**src/rtl/led_sequencer.sv**
```systemverilog
// Programmable LED pattern generator: rotate left/right, bounce and fill/drain
// patterns paced by a prescaler, with run/pause and single-step control.
module led_sequencer #(
  parameter int WIDTH        = 5,
  parameter int DIV_WIDTH    = 24,
  parameter int RESET_PERIOD = 4800000
) (
  input  logic                 clk,
  input  logic                 rst_n,
  input  logic                 enable,
  input  logic [1:0]           mode,
  input  logic [DIV_WIDTH-1:0] period,
  input  logic                 step,
  output logic [WIDTH-1:0]     leds,
  output logic                 tick
);

  // state | meaning
  // INIT  | load seed for current mode, clear divider, latch mode
  // RUN   | count prescaler / honour steps, advance pattern
  typedef enum logic {
    S_INIT = 1'b0,
    S_RUN  = 1'b1
  } state_t;

  localparam logic [1:0] MODE_ROTL   = 2'b00;
  localparam logic [1:0] MODE_ROTR   = 2'b01;
  localparam logic [1:0] MODE_BOUNCE = 2'b10;
  localparam logic [1:0] MODE_FILL   = 2'b11;

  localparam logic [WIDTH-1:0]     LSB_ONLY  = {{(WIDTH-1){1'b0}}, 1'b1};
  localparam logic [WIDTH-1:0]     MSB_ONLY  = {1'b1, {(WIDTH-1){1'b0}}};
  localparam logic [WIDTH-1:0]     ALL_ONES  = {WIDTH{1'b1}};
  localparam logic [WIDTH-1:0]     ALL_ZEROS = {WIDTH{1'b0}};
  localparam logic [DIV_WIDTH-1:0] DIV_ZERO  = {DIV_WIDTH{1'b0}};
  localparam logic [DIV_WIDTH-1:0] DIV_ONE   = {{(DIV_WIDTH-1){1'b0}}, 1'b1};

  if (WIDTH < 2 || WIDTH > 32) begin : g_bad_width
    $error("led_sequencer: WIDTH must be in 2..32");
  end
  if ((RESET_PERIOD >> DIV_WIDTH) != 0) begin : g_bad_period
    $error("led_sequencer: RESET_PERIOD does not fit in DIV_WIDTH bits");
  end

  state_t               state, state_next;
  logic [WIDTH-1:0]     leds_q, leds_next;
  logic [DIV_WIDTH-1:0] divider, divider_next;
  logic [1:0]           mode_q, mode_next;
  logic                 dir_down, dir_down_next;
  logic                 drain, drain_next;
  logic                 tick_q, tick_next;

  logic                 advance;
  logic [WIDTH-1:0]     adv_leds;
  logic                 adv_dir_down;
  logic                 adv_drain;
  logic [WIDTH-1:0]     seed;

  always_ff @(posedge clk or negedge rst_n) begin
    if (!rst_n) begin
      state    <= S_INIT;
      leds_q   <= ALL_ZEROS;
      divider  <= DIV_ZERO;
      mode_q   <= 2'b00;
      dir_down <= 1'b0;
      drain    <= 1'b0;
      tick_q   <= 1'b0;
    end else begin
      state    <= state_next;
      leds_q   <= leds_next;
      divider  <= divider_next;
      mode_q   <= mode_next;
      dir_down <= dir_down_next;
      drain    <= drain_next;
      tick_q   <= tick_next;
    end
  end

  always_comb begin
    seed = LSB_ONLY;
    case (mode)
      MODE_ROTR: seed = MSB_ONLY;
      MODE_FILL: seed = ALL_ZEROS;
      default:   seed = LSB_ONLY;
    endcase
  end

  // Pattern step for the latched mode; bounce/fill flags flip on the step
  // that reaches an endpoint so each endpoint is shown exactly once.
  always_comb begin
    adv_leds     = leds_q;
    adv_dir_down = dir_down;
    adv_drain    = drain;
    case (mode_q)
      MODE_ROTL: adv_leds = {leds_q[WIDTH-2:0], leds_q[WIDTH-1]};
      MODE_ROTR: adv_leds = {leds_q[0], leds_q[WIDTH-1:1]};
      MODE_BOUNCE: begin
        if (!dir_down) begin
          adv_leds = {leds_q[WIDTH-2:0], 1'b0};
          if (adv_leds[WIDTH-1]) adv_dir_down = 1'b1;
        end else begin
          adv_leds = {1'b0, leds_q[WIDTH-1:1]};
          if (adv_leds[0]) adv_dir_down = 1'b0;
        end
      end
      default: begin
        if (!drain) begin
          adv_leds = {leds_q[WIDTH-2:0], 1'b1};
          if (adv_leds == ALL_ONES) adv_drain = 1'b1;
        end else begin
          adv_leds = {leds_q[WIDTH-2:0], 1'b0};
          if (adv_leds == ALL_ZEROS) adv_drain = 1'b0;
        end
      end
    endcase
  end

  always_comb begin
    state_next    = state;
    leds_next     = leds_q;
    divider_next  = divider;
    mode_next     = mode_q;
    dir_down_next = dir_down;
    drain_next    = drain;
    tick_next     = 1'b0;
    advance       = 1'b0;

    case (state)
      S_INIT: begin
        leds_next     = seed;
        divider_next  = DIV_ZERO;
        mode_next     = mode;
        dir_down_next = 1'b0;
        drain_next    = 1'b0;
        state_next    = S_RUN;
      end
      default: begin
        if (mode != mode_q) begin
          state_next = S_INIT;
        end else if (enable) begin
          // >= lets a reduced period take effect on the very next edge
          if (divider >= period) begin
            divider_next = DIV_ZERO;
            advance      = 1'b1;
          end else begin
            divider_next = divider + DIV_ONE;
          end
        end else if (step) begin
          advance = 1'b1;
        end
      end
    endcase

    if (advance) begin
      leds_next     = adv_leds;
      dir_down_next = adv_dir_down;
      drain_next    = adv_drain;
      tick_next     = 1'b1;
    end
  end

  assign leds = leds_q;
  assign tick = tick_q;

endmodule

```
**config.mk**
```make
export PLATFORM = sky130hd
export DESIGN_NAME = led_sequencer
export DESIGN_NICKNAME = d
export VERILOG_FILES = /design/src/rtl/led_sequencer.sv
export SDC_FILE = /design/constraint.sdc
export NUM_CORES = 1
export LEC_CHECK = 0
export ABC_AREA = 1
export CAP_MARGIN = 10
export CORE_MARGIN = 4
export CORE_UTILIZATION = 40
export CTS_BUF_LIST = sky130_fd_sc_hd__clkbuf_16
export CTS_CLUSTER_SIZE = 24
export DETAILED_ROUTE_END_ITERATION = 10
export GPL_TIMING_DRIVEN = 0
export PLACE_DENSITY = 0.66
export SYNTH_ARGS = -nofsm -noshare
export SYNTH_HDL_FRONTEND = slang
export SYNTH_SLANG_ARGS = --single-unit
```
**constraint.sdc**
```tcl
create_clock -name clk -period 2.4 [get_ports clk]
set_input_delay 0.6 -clock clk [delete_from_list [all_inputs] [get_ports clk]]
set_output_delay 0.6 -clock clk [all_outputs]
set_load 0.005 [all_outputs]
```
======== Word-level counts from Yosys, hierarchy flattened ========
Cells that the tools add are included.
storage, ports and cells
  register bits ........................... 35
  output and inout bits ................... 6
  word-level logic and storage cells ...... 55
  input port bits ......................... 30
cells by class
  reductions and logical operators ........ 6
  mux-type cells .......................... 29
  eq/ne operators ......................... 11
  add/subtract/negate cells ............... 1
  order comparisons ....................... 1
operators by type and width
  kind                                                   number
  2-to-1 mux 24 bit                                      4
  adder 24 x 1 -> 24 bit, second input constant          1
  greater-or-equal comparator 24 bit                     1
  2-to-1 mux 1 bit                                       20
  2-to-1 mux 5 bit                                       3
  one-hot mux 5 bit (3 select lines)                     1
  one-hot mux 5 bit (2 select lines)                     1
  inequality test 2 bit, second input constant           3
  AND reduction 2 bit                                    3
  == test 2 x 1 -> 1 bit, second input constant          2
  == test 2 bit, second input constant                   2
  == test 4 bit, second input constant                   1
  zero test 4 bit                                        1
  inequality test 2 x 1 -> 1 bit, second input constant  2
  OR reduction 3 bit                                     1
  zero test 2 bit                                        1
  inequality test 2 bit                                  1

======== Logic depth before layout (Yosys ltp) ========
Gate-level depths: netlist (run 1).
  depth after elaboration ................. 7
  gate-level depth with buffers ........... 15

======== Worst setup path after synthesis (run 1) ========
OpenSTA, ideal clock, no wires.
  path type ............................... input-to-reg
  start point ............................. input port period[23]
  end point ............................... register divider[18]
  path slack .............................. 421 ps
  stages on the path ...................... 10
  path buffers ............................ 0
  data required time ...................... 2318 ps
  arrival ................................. 1897 ps
  path through ............................ inv_1 ha_1 a21o_1 nor2_1 nand2_1 a21oi_2 nand2_1 nor2_1 nand2_1 o22ai_1
between the ends
  cells in the longest elaborated chain, start to end .. 5
ends and longest elaborated chain
  item                                RTL line  text
  start, declared                     12        input logic [DIV_WIDTH-1:0] period,
  greater-or-equal comparator 24 bit  142       if (divider >= period) begin
  2-to-1 mux 24 bit                   142
  2-to-1 mux 24 bit                   140       end else if (enable) begin
  2-to-1 mux 24 bit                   138       if (mode != mode_q) begin
  2-to-1 mux 24 bit                   128       case (state)
  end signal, assigned                71        divider <= divider_next;
  end, declared                       47        logic [DIV_WIDTH-1:0] divider, divider_next;
No other way between the ends. The select of a mux whose other input is x is not followed.
A chain may end at the register's enable or synchronous reset.

======== Worst setup path after layout (run 1) ========
  start point ............................. input port period[19]
  end point ............................... register divider[14]
The elaborated chain is that of the path after synthesis.

==> results of run 1 <==
==> how the worst min path moves through the flow <==
stage	slack, ns	endpoint	cells after the start
after detailed placement	0.53	divider[22]	2
after CTS	0.43	leds[3]	1
after global placement	0.53	divider[22]	2
after floorplan	0.30	dir_down	0
final	0.40	leds[3]	1
after global routing	0.48	leds[2]	1
==> flip-flops by register name, summed over array words and instances (netlist names) <==
| name | count |
|---|---|
| drain | 1 |
| leds | 5 |
| state | 1 |
| mode_q | 2 |
| tick | 1 |
| divider | 24 |
| dir_down | 1 |
==> worst max-delay path: cells and delay by family <==
kind	cells	cell delay, ns
adders and majority gates	1	0.21
and+or+nand+nor	5	0.55
AOI/OAI and AO/OA	4	0.63
buffers and inverters	2	0.51
==> metrics by stage <==
stage	setup WS, ns	cell area, µm²	instances	total power [mW]	setup TNS, ns
finish	0.08191	3816	536	2.325	0
global route	-0.03972	3816	536	2.489	-0.08669
CTS	0.01430	3455	535	2.272	0
detailed placement	-0.5992	3282	527	1.613	-11.28
global placement	-0.5665	3287	527	1.597	-12.67
floorplan	0.4206	2816	396	1.335	0
==> kinds of logic (layout without fill, tap and decap cells) <==
family | after synthesis | in the layout
and+or+nand+nor | 197 | 197
DFF | 35 | 35
buffers and inverters | 78 | 122
AOI/OAI and AO/OA | 51 | 51
xor gates and xnor gates | 10 | 10
adders and majority gates | 25 | 25
==> per-layer routing <==
metal  vias to the layer above  share of wire [%]  GRT usage (%)
met4                         0                1.3          4.455
met3                         8                4.7          3.035
met2                        78                 48          26.95
met5                         -                  0              0
li1                       1365                  -              -
met1                      1260                 46          21.36
==> repair_timing <==
action                     4_1_cts  5_1_grt
setup endpoints to repair       21       29
pin swaps                        0       40
hold endpoints to repair         0        0
gates cloned                     0        0
buffers inserted                 0        1
gates resized for setup         10       75
==> cell usage in the layout (no fill, tap or decap), types with 3 or more instances in the layout <==
cell type,count
nand2_1,89
inv_1,62
dfrtp_1,35
nor2_1,28
clkdlybuf4s50_1,22
nand3_1,18
ha_4,16
a21oi_1,14
nand2_2,12
nand4_1,12
o21ai_0,12
dlymetal6s2s_1,12
inv_2,10
nor3_1,9
xor2_1,8
ha_1,8
nor2_2,6
nand2_4,5
o21ai_1,5
clkbuf_16,5
nor2_4,4
a21oi_2,4
o22ai_1,4
nor3_2,3
clkinv_2,3
==> where the power goes <==
part | switching, mW | internal, mW | leakage, nW
logic | 0.604 | 0.387 | 1.38
registers | 0.0582 | 0.657 | 0.477
clock network | 0.240 | 0.378 | 0.0733
total | 0.903 | 1.42 | 1.93
==> cell type report <==
cell class                 instances  area (µm²)
clock inverter                     3       15.01
inverter                          73       279.0
timing repair buffer              36       382.9
fill                             620        3015
buffer                             5       51.30
tap                               96       120.1
multi-input combinational        283        1967
clock buffer                       5       125.1
sequential                        35       875.8
==> impl_metrics.toml, run 1 <==
[run_status]
status = "finished, final reports clean"

[global_routing]
grt_pass1_wl_um = 11220
grt_antenna_before_repair = 0
track_usage_pct = 16.15
first_global_vias = 2561
grt_overflow = 0
grt_max_degree = 36

[clocking]
cts.path.max_buffers = 2
cts_max_level = 2
insertion_delay_ns = 0.28
cts_tree = "built"
clk_pin_slew_ns = 0.06
cts_buffers = 5
clock_sinks = 35
root_buffer = "clkbuf_16"
cts_hold_buf = 0

[timing]
fin_skew_ns = 0.003944
slew_headroom_pct = 47.47
setup_viol = 0
tightest_slew_ns = 0.7880
hold_viol = 0
slew_violations = 0
post-route-min-period_ns = 2.318
post-route-period-util_pct = 96.59
whs_ns = 0.4046
fmax_mhz = 431.4

[critical_path]
worstPathRequired_ns = 2.60
arrival_ns = 2.52
cpMaxStageDelayCell = "clkdlybuf4s50_1"
cp_slowest_stage_delay_ns = 0.47
path_class = "primary input to register"
end_kind = "register"
critPathMaxFanout = 6
r2r_cells = 10
worstPathCellList = "clkdlybuf4s50_1 > inv_2 > ha_4 > a21oi_1 > nand2_1 > nand2_1 > nand2_2 > a21oi_4 > nand2_4 > nor2_4 > o21ai_1 > a21oi_1"
critPathLaunch = "period[19]"
reg2reg_from = "divider[19]"
endpoint = "divider[14]"
startpoint_type = "primary input"
reg2reg_setup_slack_ns = 0.36
r2r-end = "divider[14]"

[final_layout]
antenna_cells = 0
drive_gt1_share_pct = 19.77
fin_nets = 494
final_util_pct = 55.86
syn2layout_area_growth_pct = 35.50

[detailed_routing]
wirelength_um = 6904
via_count = 2711
drtIter0Drc = 95
viasPerCell = 5.058
drcViolationCount = 0
avgRoutedWirePerCell_um = 12.88
ant_nets = 0
drt_pre_antenna_iters = 5

[synth]
synth_compound_area_share_pct = 10.26
syn_inst = 396
syn_area_per_cell_um2 = 7.112
yosysSeqAreaShare_pct = 31.10
ys_types = 38
post-synth-top-count-cell = "nand2_1"
ys_ff_latch = 35
synthMuxAreaShare_pct = 0
async_reset_ff_share_pct = 100.0
synth_edf_count = 0
yosysTopAreaCell = "dfrtp_1"
synth_warnings = 0
synth_nets = 451
ys.flop_type = "dfrtp_1"
yosys-top-cells-count = "nand2_1 (105), inv_1 (72), nor2_1 (36)"
ys_top_cells_by_area = "dfrtp_1 (31%), nand2_1 (14%), ha_1 (11%)"
synth_adder_area_share_pct = 11.11
synth-simple-area-share_pct = 32.43
synth_top_family_by_area = "simple AND/OR/NAND/NOR gates"
yosysTopAreaCellShare_pct = 31.10
synthXorXnorAreaFrac_pct = 3.376
syn_area_mm2 = 0.002816

[die]
die-area_mm2 = 0.008447
die_w_um = 91.91
rows = 30
start_util_pct = 41.23
ios = 36
core_area_mm2 = 0.006832
die_h_um = 91.91

[placement]
port_buffers = 35
dpl.hpwl_um = 5014
routabilityCongestion = 0.9659

[hold_path]
hold_class = "primary input to asynchronous set/reset pin"

[run]
cap_viol_max_count = 0

[pwr]
ir_drop_mv = 0.4848
leakagePower_nw = 1.929
powerDensity_mw_per_mm2 = 609.2
Note: power is estimated with default switching activity, not from simulation.
==> inputs of run 2 (changes only) <==
Settings changed: RECOVER_POWER from default to 25.
==> run 2 against run 1 <==
Sequential share of layout area unchanged; clock skew did not move; cell count unchanged; non-clock buffer count stayed put; die area is the same; worst hold slack better by 0.030 ns; setup slack barely moved; clock power hardly changed; first-iteration DRC count is the same; critical path type unchanged; largest power group unchanged.
==> impl_metrics.toml, run 2 (synthesis results as in run 1) <==
[run_status]
status = "finished, final reports clean"

[pwr]
pwr-share-comb_pct = 42.6
finalPower_mw = 2.325
leakagePower_nw = 1.929
seqPwrFrac_pct = 30.7
power.switching_uw = 902.7
power.internal_mw = 1.422
powerDensity_mw_per_mm2 = 609.2
power_frac_clock_pct = 26.6
ir_drop_mv = 0.4848
swShare_pct = 38.83

[critical_path]
cp_slowest_stage_delay_ns = 0.47
crit_cells = 12
worstPathCellList = "clkdlybuf4s50_1 > inv_2 > ha_4 > a21oi_1 > nand2_1 > nand2_1 > nand2_2 > a21oi_4 > nand2_4 > nor2_4 > o21ai_1 > a21oi_1"
cpMaxStageDelayCell = "clkdlybuf4s50_1"
cp_top_family = "compound AO/OA/AOI/OAI gates"
worstPathRequired_ns = 2.60
arrival_ns = 2.52
reg2reg_from = "divider[19]"
r2r-end = "divider[14]"
reg2reg_setup_slack_ns = 0.36
end_kind = "register"
startpoint_type = "primary input"
r2r_cells = 10
path_class = "primary input to register"
crit_buf_inv = 2
critPathMaxFanout = 6

[final_layout]
seqCellArea_um2 = 875.8
multiInputGateArea_mm2 = 0.001967
antenna_cells = 0
fill_cells = 620
final_util_pct = 55.86
mostFrequentLayoutCells = "nand2_1 (89), inv_1 (62), dfrtp_1 (35), nor2_1 (28), clkdlybuf4s50_1 (22)"
largest_reg_flops = 24
fin_nets = 494
regMostFlops = "divider"
syn2layout_area_growth_pct = 35.50
layout_commonest_cell = "nand2_1"
drive_gt1_share_pct = 19.77

[detailed_routing]
avgRoutedWirePerCell_um = 12.88
drt_pre_antenna_iters = 5
wirelength_um = 6903
via_count = 2711
drcViolationCount = 0
ant_nets = 0
viasPerCell = 5.058
drtIter0Drc = 95

[clocking]
clock_sinks = 35
cts_hold_buf = 0
cts_max_level = 2
cts_tree = "built"
clk_pin_slew_ns = 0.06
cts.path.max_buffers = 2
cts_buffers = 5
root_buffer = "clkbuf_16"
insertion_delay_ns = 0.28

[global_routing]
first_global_vias = 2561
grt_overflow = 0
track_usage_pct = 16.15
grt_pass1_wl_um = 11220
grt_max_degree = 36
grt_antenna_before_repair = 0

[placement]
port_buffers = 35
dpl.hpwl_um = 5014
routabilityCongestion = 0.9659

[hold_path]
hold_class = "primary input to asynchronous set/reset pin"

[die]
ios = 36
die_h_um = 91.91
core_area_mm2 = 0.006832
rows = 30
die-area_mm2 = 0.008447
die_w_um = 91.91
start_util_pct = 41.23

[timing]
fin_skew_ns = 0.003944
tightest_slew_ns = 0.8804
post-route-min-period_ns = 2.318
setup_viol = 0
hold_viol = 0
whs_ns = 0.4341
slew_violations = 0
slew_headroom_pct = 41.31
fmax_mhz = 431.4
post-route-period-util_pct = 96.59

[run]
cap_viol_max_count = 0
[run 2: timing repair]
action,CTS,global route
endpoints found under the setup margin,21,29
gates cloned,0,0
pin swaps,0,40
setup buffers,0,1
gates resized for setup,10,75
[run 2: worst max path at each step]
stage / from / endpoint / slack [ns]
final: period[19] / divider[14] / 0.08
after global routing: period[19] / divider[14] / -0.04
after CTS: period[23] / dir_down / 0.01
after detailed placement: period[21] / divider[18] / -0.60
after global placement: period[21] / divider[18] / -0.57
after floorplan: period[23] / divider[18] / 0.42
[run 2: area by class of cell]
cell class	instances	share of cell area (%)
multi-input cells	283	51.54
flip-flops and latches	35	22.95
repair buffers	36	10.03
inverters	73	7.311
clock buffers	5	3.279
well taps	96	3.148
plain buffers	5	1.344
clock inverters	3	0.3934
[run 2: power groups by stage]
stage / Clock (mW) / Combinational, mW / Sequential, mW
floorplan: 0 / 0.622 / 0.713
global placement: 0 / 0.876 / 0.721
detailed placement: 0 / 0.892 / 0.721
CTS: 0.634 / 0.928 / 0.711
global route: 0.654 / 1.11 / 0.725
finish: 0.619 / 0.991 / 0.715
[run 2: routing by layer]
metal / GRT usage [%] / part of all wire [%] / vias to the layer above
met3: 3.035 / 4.7 / 8
met5: 0 / 0 / -
met1: 21.36 / 46 / 1260
li1: - / - / 1365
met4: 4.455 / 1.3 / 0
met2: 26.95 / 48 / 78
[run 2: stage by stage]
step | TNS [ns] | instances | setup WS (ns) | area (µm²)
global placement | -12.67 | 527 | -0.5665 | 3287
global route | -0.08669 | 536 | -0.03972 | 3816
detailed placement | -11.28 | 527 | -0.5992 | 3282
floorplan | 0 | 396 | 0.4206 | 2816
finish | 0 | 536 | 0.08191 | 3816
CTS | 0 | 535 | 0.01430 | 3455
